==> config.mk <==
export PLATFORM = sky130hd
export DESIGN_NAME = serial_adder_ctrl
export DESIGN_NICKNAME = d
export VERILOG_FILES = /design/src/rtl/serial_adder_pkg.sv /design/src/rtl/serial_fa_cell.sv /design/src/rtl/serial_adder_ctrl.sv
export SDC_FILE = /design/constraint.sdc
export NUM_CORES = 1
export LEC_CHECK = 0
export CAP_MARGIN = 20
export CORE_MARGIN = 5
export CORE_UTILIZATION = 50
export CTS_CLUSTER_DIAMETER = 30
export DETAILED_ROUTE_END_ITERATION = 16
export PLACE_DENSITY = 0.78
export SLEW_MARGIN = 15
export SYNTH_ARGS = -nofsm -noshare
export SYNTH_HDL_FRONTEND = slang
export SYNTH_SLANG_ARGS = --single-unit
==> constraint.sdc <==
create_clock -name clk_input -period 1.6 [get_ports clk_input]
set_input_delay 0.32 -clock clk_input [delete_from_list [all_inputs] [get_ports clk_input]]
set_output_delay 0.32 -clock clk_input [all_outputs]
set_load 0.02 [all_outputs]
==> src/rtl/serial_adder_pkg.sv <==
// Shared definitions for the bit-serial adder: FSM encoding and default operand width.
package serial_adder_pkg;

    localparam int unsigned ST_W          = 2;
    localparam int unsigned DEFAULT_WIDTH = 4;

    typedef enum logic [ST_W-1:0] {
        ST_IDLE  = 2'd0,
        ST_SHIFT = 2'd1,
        ST_DONE  = 2'd2
    } state_e;

endpackage : serial_adder_pkg

==> src/rtl/serial_fa_cell.sv <==
// Combinational 1-bit full adder cell driven one bit per clock by the serial controller.
module serial_fa_cell (
    input  logic a_i,
    input  logic b_i,
    input  logic cin_i,
    output logic s_c,
    output logic cout_c
);

    // Sum is odd parity of the three inputs; carry is their majority.
    assign s_c    = a_i ^ b_i ^ cin_i;
    assign cout_c = (a_i & b_i) | (a_i & cin_i) | (b_i & cin_i);

endmodule : serial_fa_cell

==> src/rtl/serial_adder_ctrl.sv <==
// Bit-serial WIDTH-bit adder: captures A/B/Cin on start, feeds one bit per clock
// LSB-first through a single full adder cell, and publishes S/Cout as a parallel word.
// Optional build macro SERIAL_ADDER_OVF_EN adds a registered signed-overflow flag (ovf_output).
module serial_adder_ctrl
    import serial_adder_pkg::*;
#(
    parameter int unsigned WIDTH = DEFAULT_WIDTH
) (
    input  logic             clk_input,
    input  logic             rst_input,
    input  logic             start_input,
    input  logic [WIDTH-1:0] A_input,
    input  logic [WIDTH-1:0] B_input,
    input  logic             Cin_input,
    output logic             busy_output,
    output logic             done_output,
    output logic [WIDTH-1:0] S_output,
    output logic             Cout_output
`ifdef SERIAL_ADDER_OVF_EN
    ,
    output logic             ovf_output
`endif
);

    localparam int unsigned CNT_W = $clog2(WIDTH) + 1;

    state_e             state_q, state_d;
    logic [WIDTH-1:0]   a_q, a_d;
    logic [WIDTH-1:0]   b_q, b_d;
    logic [WIDTH-1:0]   res_q, res_d;
    logic [WIDTH-1:0]   s_q, s_d;
    logic [CNT_W-1:0]   cnt_q, cnt_d;
    logic               carry_q, carry_d;
    logic               cout_q, cout_d;
    logic               busy_q, busy_d;
    logic               done_q, done_d;
`ifdef SERIAL_ADDER_OVF_EN
    logic               ovf_q, ovf_d;
`endif

    logic               sum_c;
    logic               fa_cout_c;
    logic [WIDTH-1:0]   res_shift_c;

    // Single full adder processes the current LSBs and the stored carry.
    serial_fa_cell u_fa (
        .a_i    (a_q[0]),
        .b_i    (b_q[0]),
        .cin_i  (carry_q),
        .s_c    (sum_c),
        .cout_c (fa_cout_c)
    );

    // Result word with this cycle's sum bit pushed in at the MSB (valid for WIDTH=1 too).
    assign res_shift_c = WIDTH'({sum_c, res_q} >> 1);

    // Next-state and datapath: capture in IDLE, one bit per clock in SHIFT, one-cycle DONE.
    always_comb begin
        state_d = state_q;
        a_d     = a_q;
        b_d     = b_q;
        res_d   = res_q;
        s_d     = s_q;
        cnt_d   = cnt_q;
        carry_d = carry_q;
        cout_d  = cout_q;
`ifdef SERIAL_ADDER_OVF_EN
        ovf_d   = ovf_q;
`endif
        case (state_q)
            ST_IDLE: begin
                if (start_input) begin
                    a_d     = A_input;
                    b_d     = B_input;
                    carry_d = Cin_input;
                    cnt_d   = '0;
                    state_d = ST_SHIFT;
                end
            end
            ST_SHIFT: begin
                carry_d = fa_cout_c;
                res_d   = res_shift_c;
                a_d     = a_q >> 1;
                b_d     = b_q >> 1;
                cnt_d   = cnt_q + CNT_W'(1);
                if (cnt_q == CNT_W'(WIDTH - 1)) begin
                    s_d     = res_shift_c;
                    cout_d  = fa_cout_c;
`ifdef SERIAL_ADDER_OVF_EN
                    // carry_q is the carry into the MSB on this final bit.
                    ovf_d   = carry_q ^ fa_cout_c;
`endif
                    state_d = ST_DONE;
                end
            end
            ST_DONE: begin
                state_d = ST_IDLE;
            end
            default: begin
                state_d = ST_IDLE;
            end
        endcase
        busy_d = (state_d == ST_SHIFT);
        done_d = (state_d == ST_DONE);
    end

    // State and datapath registers with synchronous reset that aborts any addition.
    always_ff @(posedge clk_input) begin
        if (rst_input) begin
            state_q <= ST_IDLE;
            a_q     <= '0;
            b_q     <= '0;
            res_q   <= '0;
            s_q     <= '0;
            cnt_q   <= '0;
            carry_q <= 1'b0;
            cout_q  <= 1'b0;
            busy_q  <= 1'b0;
            done_q  <= 1'b0;
`ifdef SERIAL_ADDER_OVF_EN
            ovf_q   <= 1'b0;
`endif
        end else begin
            state_q <= state_d;
            a_q     <= a_d;
            b_q     <= b_d;
            res_q   <= res_d;
            s_q     <= s_d;
            cnt_q   <= cnt_d;
            carry_q <= carry_d;
            cout_q  <= cout_d;
            busy_q  <= busy_d;
            done_q  <= done_d;
`ifdef SERIAL_ADDER_OVF_EN
            ovf_q   <= ovf_d;
`endif
        end
    end

    assign busy_output = busy_q;
    assign done_output = done_q;
    assign S_output    = s_q;
    assign Cout_output = cout_q;
`ifdef SERIAL_ADDER_OVF_EN
    assign ovf_output  = ovf_q;
`endif

endmodule : serial_adder_ctrl

==> results.md, run 1 <==
- Final setup violating endpoints: 0
- Max clock buf depth: 2
- LEAKAGE: 0.5495 nW
- FF-to-FF path depth: 5
- Post-synthesis sequential area ratio: 0.4689
- Layout Nets: 134
- Mapped Area: 1025 µm²
- Fin. Hold Viols: 0
- Top delay family on crit path: buffers and inverters
- Levels on crit path: 1
- # hold bufs at CTS: 0
- WP buf/inv: 1
- CP peak stage delay: 0.61 ns
- Iter 0 DRT Violations: 5
- Post-synth EDFFs: 0
- Power density over the cells: 992.9 nW/µm²
- Slew Viols, Final: 0
- First-pass GRT wire length: 3367 µm
- Synth area leader: dfxtp_1
- Pre-CTS setup slack: 0.06008 ns
- Clock transition at the registers of the reported paths: 0.13 ns
- Cts bufs inserted: 3
- Final Routed Wirelength: 1901 µm
- Data arrival time of the worst path: 1.26 ns
- Core Rows: 16
- Final worst-path cycle share: 0.9845
- Cells after Synth: 99
- GP Congestion: 0.7543
- Layout cells sized above 1: 0.1271
- Vias in the first global route: 779
- Clk sink count: 24
- Area of the multi-input gates: 475.5 µm²
- Post-route ant nets: 0
- Drt pass-1 iters: 4
- Crit path max-delay cell type: clkdlybuf4s50_1
- Crit Path Max Fanout: 1
- Area contributors post-synth: dfxtp_1 47%, mux2i_1 8.8%, nor2_1 5.5%, a211oi_1 4.4%, a211oi_2 3.7%
- Synth top cells by count: 24 x dfxtp_1, 15 x nor2_1, 9 x mux2i_1
- Layout fillers: 150
- Most common cell in the synthesized netlist: dfxtp_1
- Yosys cell types: 25
- Hpwl dp: 1386 µm
- Drt drc: 0
- Crit path required time: 1.28 ns
- Final worst-path setup slack: 0.02478 ns
- Setup TNS Final: 0 ns
- Mean Syn Cell Area: 10.35 µm²
- Status: completed
- Fin area: 1260 µm²
- Cell Chain, Critical Path: clkdlybuf4s50_1
- Die Height: 55.27 µm
- Post-Syn Nets: 114
- Register bit total from synthesis: 24
- IO Pins: 19
- Post-route minimum period: 1.575 ns
- Die width: 55.27 µm
- Slew margin rel.: 0.7640
- Total GRT Usage: 0.1330
- Yosys warning count: 0
- Maxcap violations: 0
- Ys async rst share: 0
- Largest net degree at the start of global routing: 15
- Power consumption: 1.251 mW
- Via count: 759
- CTS tree: built
- HP Class: register to register
- Setup crit end: done_output
- H-tree Lvls: 1
- Fmax achieved: 634.8 MHz
- Initial antenna violation count: 0
- R2r endpoint: S_output[0]
- CP Class: register to primary output
- Count of input and output buffers: 18
- Layout area overhead: 22.95%
- R2r setup slk: 0.20 ns
- Post-DR vias/cell: 5.234
- Initial Util: 0.5223
- Avg WL per Cell: 13.11 µm
- Worst-Skew Late Latency: 0.30 ns
- Critical path endpoint category: primary output
- Placed Area: 1200 µm²
- Die area: 3055 µm²
- Final hold slack: 0.4597 ns
- Root Driver: clkbuf_4
- Storage element area: 480.5 µm²
- Placed cells: 141
- # diodes: 0
- Synth Flop Type: dfxtp_1
- CORE AREA: 1962 µm²
- Worst setup SP type: register
- Worst-Margin Slew: 0.3535 ns
- Final Non-Filler Cells: 145
- Max Clock Skew: 0.001083 ns
- Critical R2R Launch: cnt_q[0]
- Crit path from: done_output
- Yosys top cell area share: 0.4689
- Grt ovf: 0
- Maximum vdd ir drop: 593.7 µV
- Fin util: 0.6422
==> report_power, final <==
| part | switching, mW | total, mW | internal (mW) |
|---|---|---|---|
| Clock | 0.175 | 0.428 | 0.253 |
| Combinational | 0.0808 | 0.169 | 0.0882 |
| Sequential | 0.0247 | 0.654 | 0.629 |
==> timing repair <==
| action | 4_1_cts | 5_1_grt |
|---|---|---|
| setup buffers | 0 | 0 |
| resized for setup | 2 | 4 |
| setup endpoints to repair | 2 | 4 |
==> cell type report <==
| cell class | count | area share |
|---|---|---|
| Inverter | 2 | 0.005958 |
| Clock inverter | 1 | 0.02383 |
| Sequential cell | 24 | 0.3813 |
| Clock buffer | 3 | 0.01787 |
| Timing Repair Buffer | 21 | 0.1668 |
| Multi-Input combinational cell | 67 | 0.3774 |
| Tap cell | 27 | 0.02681 |
==> sequential cells by signal (all words and copies together), names as in the netlist <==
name / cells
Cout_output: 1
S_output: 4
a_q: 4
b_q: 4
busy_output: 1
carry_q: 1
cnt_q: 3
done_output: 1
res_q: 3
state_q: 2
==> layer usage <==
layer / part of all wire / up-vias / GRT usage
met1: 0.46 / 361 / 0.1640
met5: 0 / - / 0
met4: 0.0053 / 0 / 0.04167
met2: 0.50 / 10 / 0.2264
li1: - / 386 / -
met3: 0.041 / 2 / 0.03263
==> layout by cell type (no fill, tap or decap), types with 2 or more instances in the layout <==
cell type,count
mux2i_1,9
nor2_1,15
dlygate4sd2_1,2
a211oi_2,3
buf_4,3
clkdlybuf4s50_1,12
a21oi_1,5
dfxtp_1,24
nor3b_1,2
a22oi_1,4
nand2b_1,2
nand2_1,5
a211oi_1,6
nor2_2,2
clkbuf_4,3
ha_1,2
nand3_1,5
dlymetal6s2s_1,4
inv_1,2
==> worst min path at each step <==
| stage | from | to | slack, ns | depth (start not counted) |
|---|---|---|---|---|
| 4_1_cts | S_output[2] | S_output[2] | 0.46 | 2 |
| 5_1_grt | res_q[1] | S_output[0] | 0.50 | 2 |
| 3_5_place_dp | S_output[2] | S_output[2] | 0.45 | 2 |
| 2_1_floorplan | rst_input | a_q[1] | 0.39 | 1 |
| 3_3_place_gp | S_output[3] | S_output[3] | 0.45 | 2 |
| 6_report | S_output[2] | S_output[2] | 0.46 | 2 |
==> cells by family (layout without fill, tap and decap cells) <==
logic type               count (synthesis)  count (layout)  synth area share
AO/OA/AOI/OAI                           20              20            0.1575
adder cells (fa/ha/maj)                  3               3           0.04395
buffers and inverters                    8              27           0.06715
flip-flops                              24              24            0.4689
multiplexers                             9               9           0.08792
AND/OR/NAND/NOR                         35              35            0.1746
Note: power is estimated with default switching activity, not from simulation.
==> run 2, diff against run 1 <==
CORE_MARGIN = unset   (was 5)
==> run 2 against run 1 <==
Sequential share of layout area increased by 0.31 points; non-clock buffer count unchanged; largest power group unchanged; hold slack about the same; combinational power increased by 2%.
==> results.md, run 2 (same netlist as run 1, synthesis figures left out) <==
- Setup crit end: busy_output
- Clock power share: 0.236
- CTS tree: built
- Post-route ant nets: 0
- Fin util: 0.6437
- RSZ-0062 raised after global routing: no
- Levels on crit path: 1
- Final worst-path setup slack: 0.05366 ns
- Die area: 2234 µm²
- Power density over the cells: 861.1 nW/µm²
- Fin area: 1250 µm²
- Worst-Margin Slew: 0.3525 ns
- # diodes: 0
- WHS Path Cells: 2
- Core Rows: 16
- Critical R2R Launch: cnt_q[0]
- Final hold slack: 0.4602 ns
- Avg WL per Cell: 11.88 µm
- Crit path from: busy_output
- Drt pass-1 iters: 4
- Placed cells: 141
- Layout cells sized above 1: 0.1197
- Die width: 47.27 µm
- Data arrival time of the worst path: 1.23 ns
- Top delay family on crit path: buffers and inverters
- Comb pwr share: 0.161
- Grt ovf: 0
- Sequential share of power: 0.603
- Layout fillers: 171
- Fmax achieved: 646.7 MHz
- Slew margin rel.: 0.7647
- Worst setup SP type: register
- Post-route minimum period: 1.546 ns
- # hold bufs at CTS: 0
- Total GRT Usage: 0.1904
- Initial antenna violation count: 0
- CORE AREA: 1942 µm²
- Final Routed Wirelength: 1711 µm
- Max clock buf depth: 2
- FF-to-FF path depth: 5
- Cell Chain, Critical Path: clkdlybuf4s50_1
- Most frequent cells in the layout: 24 x dfxtp_1, 15 x nor2_1, 12 x clkdlybuf4s50_1, 9 x mux2i_1
- R2r endpoint: S_output[0]
- LEAKAGE: 0.5732 nW
- Hpwl dp: 1211 µm
- Switching power: 0.2675 mW
- Placed Area: 1212 µm²
- Crit Path Max Fanout: 1
- R2r setup slk: 0.19 ns
- IO Pins: 19
- Via count: 745
- Final setup violating endpoints: 0
- Setup TNS Final: 0 ns
- Crit path max-delay cell type: clkdlybuf4s50_1
- Layout Nets: 134
- Final worst-path cycle share: 0.9665
- Power consumption: 1.076 mW
- Cts bufs inserted: 3
- Clk sink count: 24
- WP buf/inv: 1
- CP peak stage delay: 0.59 ns
- Initial Util: 0.5277
- Most common cell after layout, fill and taps aside: dfxtp_1
- Pre-CTS setup slack: 0.1084 ns
- HP Class: register to register
- Layout area overhead: 21.98%
- Status: completed
- Cell Int Power: 0.8088 mW
- Clock transition at the registers of the reported paths: 0.12 ns
- Die Height: 47.27 µm
- Crit path required time: 1.28 ns
- GP Congestion: 0.7080
- Worst-Skew Late Latency: 0.31 ns
- Maximum vdd ir drop: 551.7 µV
- Maxcap violations: 0
- Switching Share: 0.2485
- H-tree Lvls: 1
- Largest net degree at the start of global routing: 25
- Max Clock Skew: 0.001420 ns
- Fin. Hold Viols: 0
- Drt drc: 0
- Count of input and output buffers: 18
- Iter 0 DRT Violations: 9
- Post-DR vias/cell: 5.174
- Slew Viols, Final: 0
- CP Class: register to primary output
- Vias in the first global route: 697
- Root Driver: clkbuf_4
- Setup bufs post-CTS: 0
- First-pass GRT wire length: 2973 µm
- Final Non-Filler Cells: 144
- Critical path endpoint category: primary output
## run 2: cell types whose count changed in the layout (fill, tap and decap cells not counted), sizes merged
| cell | delta |
|---|---|
| dlymetal6s2s | +2 |
| dlygate4sd2 | -2 |
| bufinv | -1 |
## run 2: cell type report
cell class                      count  area, µm²  share of cell area
Clock buffer                        3      22.52             0.01802
Inverter                            2      7.507            0.006006
Multi-Input combinational cell     67      475.5              0.3804
Sequential cell                    24      480.5              0.3844
Tap cell                           27      33.78             0.02703
Timing Repair Buffer               21      230.2              0.1842
## run 2: worst min path at each step
| stage | startpoint | endpoint | slack, ns |
|---|---|---|---|
| detailed placement | S_output[0] | S_output[0] | 0.45 |
| global placement | Cout_output | Cout_output | 0.44 |
| global route | S_output[0] | S_output[0] | 0.49 |
| CTS | S_output[0] | S_output[0] | 0.46 |
| finish | S_output[3] | S_output[3] | 0.46 |
| floorplan | rst_input | a_q[1] | 0.39 |
## run 2: power groups by stage
| stage | logic (mW) | clock network, mW | registers, mW |
|---|---|---|---|
| floorplan | 0.123 | 0 | 0.663 |
| global placement | 0.171 | 0 | 0.661 |
| detailed placement | 0.173 | 0 | 0.663 |
| CTS | 0.175 | 0.265 | 0.650 |
| global route | 0.192 | 0.289 | 0.654 |
| finish | 0.173 | 0.254 | 0.649 |
## run 2: tightest hold or removal path, delay by kind of cell (launching register included)
| family | cells | cell delay [ns] |
|---|---|---|
| flip-flops | 1 | 0.33 |
| AND/OR/NAND/NOR | 1 | 0.05 |
| AO/OA/AOI/OAI | 1 | 0.05 |
## run 2: timing repair
action	4_1_cts	5_1_grt
setup endpoints to repair	0	6
endpoints found under the hold margin	0	0
gates resized for setup	0	6
## run 2: routing by layer
layer  track usage  wire length [µm]  up-vias
met1        0.2418               813      347
met4       0.08571                34        0
li1              -                 -      383
met2        0.3123               824       11
met5             0                 0        -
met3       0.03462                38        4
==> run 3, diff against run 2 <==
PLACE_DENSITY = 0.81   (was 0.78)
SKIP_LAST_GASP = 1   (was unset)
==> run 3 against run 2 <==
Wire length is 6.3% higher; register-to-register slack is essentially flat; clock power increased by 72%; fmax increased by 9.3%; clock skew is 0.0043 ns higher; power grew 17%; sequential power barely moved; worst setup slack gained 0.13 ns; clock-buffer cell count unchanged; hold slack improved by 0.0053 ns; core utilization grew 1.3 points; largest power group unchanged.
==> results.md, run 3 (same netlist as run 1, synthesis figures left out) <==
- Status: completed
- Hold path startpoint: S_output[0]
- Final worst-path cycle share: 0.8839
- Final worst-path setup slack: 0.1858 ns
- Setup TNS Final: 0 ns
- Root Driver: clkbuf_4
- Layout area overhead: 24.42%
- Fin area: 1275 µm²
- Die area: 2234 µm²
- H-tree Lvls: 1
- Avg WL per Cell: 12.54 µm
- Critical R2R Launch: cnt_q[0]
- Drt drc: 0
- Cell Int Power: 0.9741 mW
- Worst-Skew Late Latency: 0.32 ns
- Initial antenna violation count: 0
- Total GRT Usage: 0.1962
- Layout Nets: 134
- Maximum vdd ir drop: 648.3 µV
- CORE AREA: 1942 µm²
- FF-to-FF path depth: 5
- Slew Viols, Final: 0
- Setup crit end: S_output[1]
- Critical path endpoint category: register
- Slew margin rel.: 0.7726
- # diodes: 0
- Switching power: 0.2879 mW
- Initial Util: 0.5277
- Clk sink count: 24
- Placed cells: 141
- Vias in the first global route: 698
- Power density over the cells: 989.9 nW/µm²
- Crit path from: cnt_q[0]
- Worst setup SP type: register
- Drt pass-1 iters: 4
- Via count: 749
- Sequential share of power: 0.514
- Iter 0 DRT Violations: 12
- Fin. Hold Viols: 0
- Comb pwr share: 0.139
- Final setup violating endpoints: 0
- Maxcap violations: 0
- Data arrival time of the worst path: 1.64 ns
- First-pass GRT wire length: 3042 µm
- Die Height: 47.27 µm
- Cts bufs inserted: 3
- Setup bufs post-CTS: 0
- Placed Area: 1212 µm²
- Crit path required time: 1.83 ns
- Final Routed Wirelength: 1819 µm
- LEAKAGE: 0.5732 nW
- Clock power share: 0.347
- Pre-CTS setup slack: 0.04927 ns
- Die width: 47.27 µm
- Max Clock Skew: 0.005687 ns
- HP Class: register to register
- Worst-Margin Slew: 0.3406 ns
- Count of input and output buffers: 18
- Fmax achieved: 707.1 MHz
- GP Congestion: 0.7102
- Post-route ant nets: 0
- RSZ-0062 raised after global routing: no
- Max clock buf depth: 2
- CTS tree: built
- Crit Path Max Fanout: 7
- Final Non-Filler Cells: 145
- Clock transition at the registers of the reported paths: 0.13 ns
- Post-DR vias/cell: 5.166
- Grt ovf: 0
- Switching Share: 0.2281
- Most frequent cells in the layout: 24 x dfxtp_1, 15 x nor2_1, 11 x clkdlybuf4s50_1, 9 x mux2i_1, 6 x a211oi_1
- Final hold slack: 0.4654 ns
- Core Rows: 16
- R2r setup slk: 0.19 ns
- Layout cells sized above 1: 0.1271
- Hpwl dp: 1270 µm
- Largest net degree at the start of global routing: 25
- IO Pins: 19
- CP Class: register to register
- R2r endpoint: S_output[1]
- Most common cell after layout, fill and taps aside: dfxtp_1
- Post-route minimum period: 1.414 ns
-- run 3: cell count changes in the layout (fill, tap and decap cells not counted), sizes merged --
cell and change:
dlygate4sd2 +2, bufinv +1, clkdlybuf4s50 -1, dlymetal6s2s -1
-- run 3: worst max-delay path, stage by stage (launching register included) --
cell and delay [ns]:
dfxtp_1 0.39, ha_1 0.16, ha_1 0.29, nand3b_1 0.27, nand2_1 0.14, a21oi_1 0.07
-- run 3: power by group through the flow --
stage / clock (mW) / sequential, mW / combinational (mW)
after floorplan: 0 / 0.663 / 0.123
after global placement: 0 / 0.661 / 0.171
after detailed placement: 0 / 0.663 / 0.176
after CTS: 0.445 / 0.649 / 0.178
after global routing: 0.473 / 0.654 / 0.195
final: 0.437 / 0.649 / 0.176
-- run 3: worst min path at each step --
| stage | end | cells after the start |
|---|---|---|
| after floorplan | a_q[1] | 1 |
| final | S_output[0] | 2 |
| after global placement | Cout_output | 2 |
| after global routing | S_output[0] | 2 |
| after CTS | S_output[0] | 2 |
| after detailed placement | S_output[2] | 2 |
-- run 3: per-stage QoR --
stage | utilization | power [mW]
after CTS | 0.6501 | 1.273
after detailed placement | 0.6244 | 0.8383
after floorplan | - | 0.7855
after global placement | 0.6244 | 0.8322
final | 0.6566 | 1.262
after global routing | 0.6566 | 1.323
-- run 3: timing repair --
| action | CTS | global route |
|---|---|---|
| gates cloned | 0 | 0 |
| resized for setup | 2 | 5 |
| hold endpoints to repair | 0 | 0 |
| hold buffers | 0 | 0 |
| setup endpoints to repair | 2 | 5 |
-- run 3: cell type report --
type,instances,area (µm²)
Timing Repair Buffer,21,225.2
Inverter,2,7.507
Fill cell,174,666.9
Tap cell,27,33.78
Multi-Input combinational cell,67,475.5
Clock buffer,3,22.52
Sequential cell,24,480.5
Clock inverter,1,30.03
-- run 3: per-layer routing --
metal,up-vias,wire length (µm),share of wire,GRT usage
met5,-,0,0,0
met1,347,841,0.46,0.2500
li1,388,-,-,-
met4,0,14,0.0077,0.08571
met3,2,57,0.031,0.04615
met2,12,905,0.50,0.3151
